**src/rtl/div_radix2.sv**
```systemverilog
// div_radix2: 32-bit radix-2 restoring divider (signed/unsigned); define DIV_EARLY_OUT_EN for the early-out path
module div_radix2 (
  input  logic        clk,
  input  logic        resetn,
  input  logic        signed_div_i,
  input  logic [31:0] opdata1_i,
  input  logic [31:0] opdata2_i,
  input  logic        start_i,
  input  logic        annul_i,
  output logic [63:0] result_o,
  output logic        ready_o
);
  localparam logic [1:0] IDLE = 2'd0, DIVZERO = 2'd1, ON = 2'd2, END = 2'd3;
  logic [1:0]  state;
  logic [4:0]  cnt;
  logic [64:0] acc;
  logic [31:0] dvs;
  logic        neg_q, neg_r;
  logic        a_neg, b_neg, early;
  logic [31:0] a_mag, b_mag, q_fin, r_fin;
  logic [65:0] shifted;
  logic [33:0] trial;
  logic [64:0] acc_n;
  // operand magnitudes, one restoring step and the sign-corrected final result
  always_comb begin
    a_neg   = signed_div_i & opdata1_i[31];
    b_neg   = signed_div_i & opdata2_i[31];
    a_mag   = a_neg ? 32'd0 - opdata1_i : opdata1_i;
    b_mag   = b_neg ? 32'd0 - opdata2_i : opdata2_i;
    shifted = {acc, 1'b0};
    trial   = shifted[65:32] - {2'b0, dvs};
    acc_n   = {trial[33] ? shifted[64:32] : trial[32:0], shifted[31:1], ~trial[33]};
    q_fin   = neg_q ? 32'd0 - acc_n[31:0] : acc_n[31:0];
    r_fin   = neg_r ? 32'd0 - acc_n[63:32] : acc_n[63:32];
`ifdef DIV_EARLY_OUT_EN
    early   = (b_mag != 32'd0) && (a_mag < b_mag);
`else
    early   = 1'b0;
`endif
  end
  // control FSM, iteration datapath and registered outputs
  always_ff @(posedge clk or negedge resetn) begin
    if (!resetn) begin
      state    <= IDLE;
      cnt      <= 5'd0;
      acc      <= 65'd0;
      dvs      <= 32'd0;
      neg_q    <= 1'b0;
      neg_r    <= 1'b0;
      result_o <= 64'h0;
      ready_o  <= 1'b0;
    end else begin
      case (state)
        IDLE: if (start_i && !annul_i) begin
          acc   <= {33'd0, a_mag};
          dvs   <= b_mag;
          neg_q <= a_neg ^ b_neg;
          neg_r <= a_neg;
          cnt   <= 5'd0;
          if (b_mag == 32'd0) state <= DIVZERO;
          else if (early) begin
            state    <= END;
            ready_o  <= 1'b1;
            result_o <= {opdata1_i, 32'd0};
          end else state <= ON;
        end
        DIVZERO: if (annul_i) state <= IDLE;
        else begin
          state    <= END;
          ready_o  <= 1'b1;
          result_o <= 64'h0;
        end
        ON: if (annul_i) begin
          state <= IDLE;
          cnt   <= 5'd0;
        end else begin
          acc <= acc_n;
          cnt <= cnt + 5'd1;
          if (cnt == 5'd31) begin
            state    <= END;
            ready_o  <= 1'b1;
            result_o <= {r_fin, q_fin};
          end
        end
        END: if (!start_i) begin
          state    <= IDLE;
          ready_o  <= 1'b0;
          result_o <= 64'h0;
        end
        default: state <= IDLE;
      endcase
    end
  end
endmodule

```
**config.mk**
```make
export PLATFORM = sky130hd
export DESIGN_NAME = div_radix2
export DESIGN_NICKNAME = d
export VERILOG_FILES = /design/src/rtl/div_radix2.sv
export SDC_FILE = /design/constraint.sdc
export NUM_CORES = 1
export LEC_CHECK = 0
export ABC_CLOCK_PERIOD_IN_PS = 6500
export BUFFER_PORTS_ARGS = -buffer_cell sky130_fd_sc_hd__buf_4
export CORE_UTILIZATION = 45
export DETAILED_ROUTE_END_ITERATION = 16
export SLEW_MARGIN = 0
export SYNTH_ARGS = -nofsm -noshare
export SYNTH_HDL_FRONTEND = slang
export SYNTH_SLANG_ARGS = --single-unit
export TNS_END_PERCENT = 10
```
**constraint.sdc**
```tcl
create_clock -name clk -period 6.5 [get_ports clk]
set_input_delay 0.65 -clock clk [delete_from_list [all_inputs] [get_ports clk]]
set_output_delay 0.65 -clock clk [all_outputs]
set_load 0.05 [all_outputs]
```
=== Word-level counts from Yosys, hierarchy flattened ===
Index checks and enable logic that the tools add are counted.

* Bits of input ports: 69
* Bits in registers: 171
* Word-level logic and storage cells: 67
* Output and inout bits: 65

* Add/sub/neg operators: 6
* Bitwise gates (word level): 5
* Reduce and logical (&&, ||, !) cells: 10
* Mux-type cells: 28
* Eq/ne operators: 10

{| class="wikitable"
|+ Operators with widths
! operator !! number
|-
| 64-bit 2-to-1 mux || 4
|-
| 64-bit one-hot mux with 3 select lines || 1
|-
| 65-bit 2-to-1 mux || 2
|-
| 65-bit one-hot mux with 2 select lines || 1
|-
| 32-bit 2-to-1 mux || 4
|-
| 1-bit by 32-bit subtractor with 32-bit output, first input constant || 4
|-
| 34-bit by 32-bit subtractor with 34-bit output || 1
|-
| 33-bit 2-to-1 mux || 1
|-
| 32-bit logical NOT || 1
|-
| 2-bit 2-to-1 mux || 6
|-
| 5-bit 2-to-1 mux || 2
|-
| 2-bit inequality test, second input constant || 5
|-
| 5-bit one-hot mux with 2 select lines || 1
|-
| 2-bit one-hot mux with 4 select lines || 1
|-
| 3-bit AND reduction || 2
|-
| 5-bit by 1-bit adder with 5-bit output, second input constant || 1
|-
| 5-bit equality test, second input constant || 1
|-
| 5-bit AND reduction || 1
|-
| 2-bit equality test, second input constant || 2
|-
| 1-bit 2-to-1 mux || 4
|-
| 2-bit AND reduction || 2
|-
| 3-bit inequality test, second input constant || 1
|-
| 1-bit one-hot mux with 3 select lines || 1
|-
| 1-bit AND || 2
|-
| other kinds (7) || 8
|}

=== Logic depth before layout (Yosys ltp) ===
* Depth in word-level cells: 7
* Gate-level depth with buffers: 24
* Gate-level depth less buffers: 20

=== Worst setup path after synthesis ===
Ideal clock, no wire load.

* Path kind: flip-flop to flip-flop
* From: register acc[43]
* To: register result_o[56]
* Buffers on the path: 3
* Path slack: 1.264 ns
* Period minus slack after synthesis: 5.236 ns
* Setup time: 0.133 ns
* Arrival time: 5.103 ns
* Cell stages (with the launch flop): 23
* Required time: 6.367 ns
* Cells stage by stage: dfrtp_1 -> ha_1 -> a21oi_1 -> o22ai_1 -> o21ai_0 -> o41ai_1 -> a211oi_1 -> nor2_4 -> inv_2 -> clkbuf_1 -> buf_2 -> buf_1 -> nor2_1 -> a21oi_1 -> ha_1 -> o31ai_1 -> nand4bb_1 -> nor4_1 -> a41oi_1 -> or4b_4 -> o21ai_1 -> xnor2_1 -> o21ai_0

* Longest elaborated chain between the ends: 7

{| class="wikitable"
|+ Ends and longest elaborated chain
! item !! line !! text
|-
| start, declared || 16 || <nowiki>logic [64:0] acc;</nowiki>
|-
| start signal, assigned || 55 || <nowiki>acc <= {33'd0, a_mag};</nowiki>
|-
| start signal, assigned || 77 || <nowiki>acc <= acc_n;</nowiki>
|-
| 34-bit by 32-bit subtractor with 34-bit output || 31 || <nowiki>trial = shifted[65:32] - {2'b0, dvs};</nowiki>
|-
| 33-bit 2-to-1 mux * || 32 || <nowiki>acc_n = {trial[33] ? shifted[64:32] : trial[32:0], shifted[31:1], ~trial[33]};</nowiki>
|-
| 1-bit by 32-bit subtractor with 32-bit output || 34 || <nowiki>r_fin = neg_r ? 32'd0 - acc_n[63:32] : acc_n[63:32];</nowiki>
|-
| 32-bit 2-to-1 mux * || 34 ||
|-
| 64-bit 2-to-1 mux * || 79 || <nowiki>if (cnt == 5'd31) begin</nowiki>
|-
| 64-bit 2-to-1 mux * || 73 || <nowiki>ON: if (annul_i) begin</nowiki>
|-
| 64-bit one-hot mux with 3 select lines * || 53 || <nowiki>case (state)</nowiki>
|-
| end signal, assigned || 64 || <nowiki>result_o <= {opdata1_i, 32'd0};</nowiki>
|-
| end signal, assigned || 82 || <nowiki>result_o <= {r_fin, q_fin};</nowiki>
|-
| end, declared || 10 || <nowiki>output logic [63:0] result_o,</nowiki>
|}

Every way passes the cells marked *; elsewhere a longest branch is shown, timed or not. The select of a mux whose other input is x is not followed.
A chain may end at the register's enable or synchronous reset.

=== Worst setup path after layout ===
* From: register acc[44]
* To: register result_o[56]

Same word-level chain as after synthesis.

==> key figures <==
Power
  – VDD IR max: 0.303 mV
  – Leak Pwr: about 0.0064 µW
  – Pwr dens: just under 600 nW/µm²

Clock network
  – Post_cts resized: 0
  – Setup Fix Bufs, Post-CTS: 0
  – CTS Buffer Depth: 2
  – CTS tree: built
  – TritonCTS Buffers: 17
  – Hold buffers post-CTS: 0
  – Worst-Skew Late Latency: approximately 450 ps
  – # clock sinks: roughly 170
  – H-Tree Depth: 4
  – Clk root buf: clkbuf_16
  – Clock-pin slew on the worst setup and hold paths: approximately 80 ps

Synth
  – Post-synth cell types: 84
  – Yosys reg bits: roughly 170
  – Ys async rst share: 100%
  – Most common cell in the synthesized netlist: nand2_1
  – Largest family of logic cells by synthesized area: compound AO/OA/AOI/OAI gates
  – Top cell type by total area after synthesis: dfrtp_1
  – Adder-cell area share of the yosys netlist: about 4.3%
  – Ranking of synthesized cells by area: dfrtp_1 34%, o21ai_0 7.8%, nand2_1 7.2%
  – Synth cell count leaders: 245 x nand2_1, 198 x o21ai_0, 171 x dfrtp_1, 138 x a21oi_1, 104 x nor2_1
  – Multiplexer area fraction after synthesis: 3.45%
  – Yosys Warn Count: 0
  – Post-synth top flop: dfrtp_1
  – Top-area cell type share of the netlist area: approximately 34%
  – Compound-Gate Fraction of Synth Area: 24.0%
  – Mapped Area: 12,700 µm²
  – Synth Area per Inst: just under 8 µm²
  – Post-synth EDFFs: 0
  – Post-synthesis net count: 1,723
  – Simple-Gate Fraction of Synth Area: 20.8%
  – Post-Synthesis Cells: 1,611
  – Synth Area in XOR/XNOR: a little under a tenth
  – Seq/Total Area, Yosys: between 30% and 40%

Floorplanning
  – Initial Util: between 40 and 50%
  – Die area: around 29,000 µm²
  – # rows: 61
  – Core Box Area: between 20,000 and 30,000 µm²
  – Width of the die: roughly 170 µm
  – # IOs: 134
  – Die Ht: between 150 and 200 µm

Worst setup path
  – CP arrival: 5840 ps
  – Req. time, crit path: between 6000 and 7000 ps
  – Critical Path Fanout Max: 11
  – Crit start category: flip-flop
  – Crit end category: flip-flop
  – Critical path class: reg2reg

STA
  – Fin crit period: about 5500 ps
  – Clk_skew: approximately 15 ps
  – Fin crit share: 85.4%
  – Max Transition Viols Final: 0
  – Tightest Pin Transition: about 1200 ps
  – RSZ-0062 raised after global routing: false
  – Fin Setup TNS: 0 ps
  – Final worst slack: roughly 950 ps
  – Maximum clock rate: around 180 MHz
  – Setup violation total in the final timing report: 0
  – Relative slew slack: 18.5%
  – Hold Vio Cnt, Final: 0

Global routing
  – Vias in the first global route: 10,800
  – GR Util All Layers: between 20% and 30%
  – First-pass GRT wire length: around 61 mm
  – Initial antenna violation count: 0
  – Total gr overflow: 0
  – Pin count of the biggest net entering global routing: between 80 and 90

Routing
  – Initial DRC count: between 900 and 1,000
  – Via count: 12,000
  – Residual DRC: 0
  – Routed WL: between 30 and 40 mm
  – Drt wl/cell: 18.4 µm
  – Via-to-Cell Ratio: around 5.8
  – Drt pass-1 iters: 5
  – Detail Route Antenna Nets: 0

Placement
  – Post-Place Setup Slack: 996 ps
  – Routability cong.: just over 0.9
  – Final HPWL DP: just under 30 mm
  – Port Buf Inserts: roughly 130

Hold path
  – Hold Crit Class: in2async

Layout
  – Fin nets: around 1,800
  – Layout cells sized above 1: 12.7%
  – Antenna Cells: 0
  – Area Overhead vs Synth: 14.4%

Status
  – Status: completed

Flow run
  – Max Cap Viol: 0
## logic make-up (layout without fill, tap and decap cells)
group                      Yosys count  count (layout)
and+or+nand+nor                    561             561
buffers and inverters              153             240
adders and majority gates           43              43
xor gates and xnor gates           134             134
DFF                                171             171
AOI/OAI and AO/OA                  506             506
muxes                               43              43
## cell usage in the layout, fill, tap and decap left out, types with 5 or more instances in the layout
cell	synthesis	final
a211oi_1	7	7
a21o_1	10	9
a21oi_1	138	138
a22o_1	8	8
a31oi_1	14	14
a32o_1	5	5
and2_1	11	11
and3_1	15	15
buf_4	0	146
clkbuf_16	0	17
dfrtp_1	171	171
ha_1	42	41
inv_1	59	59
inv_6	0	5
mux2_2	7	7
mux2i_1	36	36
nand2_1	245	244
nand2b_1	11	11
nand3_1	25	24
nand4_1	11	11
nor2_1	104	104
nor2b_1	6	6
nor3_1	45	45
nor3b_1	6	6
nor4_1	24	24
o211ai_1	10	10
o21ai_0	198	198
o21ai_1	7	6
o31ai_1	39	39
o41ai_1	10	10
or2_2	5	5
or3_1	21	21
or4_1	7	7
xnor2_1	66	66
xor2_1	68	68
## report_power, final
group	switching, µW	internal [µW]
registers	380	1380
logic	3730	1990
clock network	503	556
total	4620	3930
## layout make-up
class                           instances  area (µm²)
Timing Repair Buffer                  147        1110
Clock inverter                         14         154
Inverter                               61         229
Multi-Input combinational cell       1287        7890
Clock buffer                           18         439
Tap cell                              378         473
Fill cell                            2791       13200
Sequential cell                       171        4280
## final timing paths
| kind | end | slack, ps | cells past startpoint | from |
|---|---|---|---|---|
| min in group clk | cnt[3] | 480 | 1 | cnt[3] |
| worst max-delay path | result_o[56] | 950 | 18 | acc[44] |
| worst min register to register | cnt[3] | 480 | 1 | cnt[3] |
| worst min-delay path | acc[46] | 170 | 1 | resetn |
| max in group asynchronous | result_o[20] | 5050 | 2 | resetn |
| worst max register to register | result_o[56] | 950 | 18 | acc[44] |
## critical path, cell delays in order, from the launching register on
cell and delay [ps]:
dfrtp_1 480, ha_1 440, nand4_1 210, o22ai_1 220, o21ai_0 140, o41ai_1 500
a221o_1 560, nor2_4 80, inv_2 130, mux2i_1 310, ha_1 270, o31ai_1 90
nand4bb_1 270, nor4_1 470, a41oi_1 270, or4b_4 580, o21ai_1 180, xnor2_1 130
o21ai_0 80
## flip-flops by register name, summed over array words and instances (netlist names)
register / cells
cnt: 5
result_o: 64
neg_q: 1
ready_o: 1
state: 2
acc: 65
neg_r: 1
dvs: 32
## metal layers
metal / wire length (µm) / global-route usage (%)
met5: 0 / 0
met1: 20100 / 44.0
met3: 2280 / 3.19
met2: 15400 / 36.9
met4: 392 / 6.23
## metrics by stage
| step | cell area [µm²] | instances | util, % | total power, µW | hold WS, ps |
|---|---|---|---|---|---|
| 2_1_floorplan | 12700 | 1611 | - | 5830 | 354 |
| 3_3_place_gp | 14000 | 2044 | 50.3 | 7370 | 461 |
| 3_5_place_dp | 14000 | 2044 | 50.3 | 7390 | 464 |
| 4_1_cts | 14600 | 2076 | 52.4 | 8470 | 183 |
| 5_1_grt | 14600 | 2076 | 52.4 | 9220 | 202 |
| 6_report | 14600 | 2076 | 52.4 | 8540 | 167 |
Note: power is estimated with default switching activity, not from simulation.
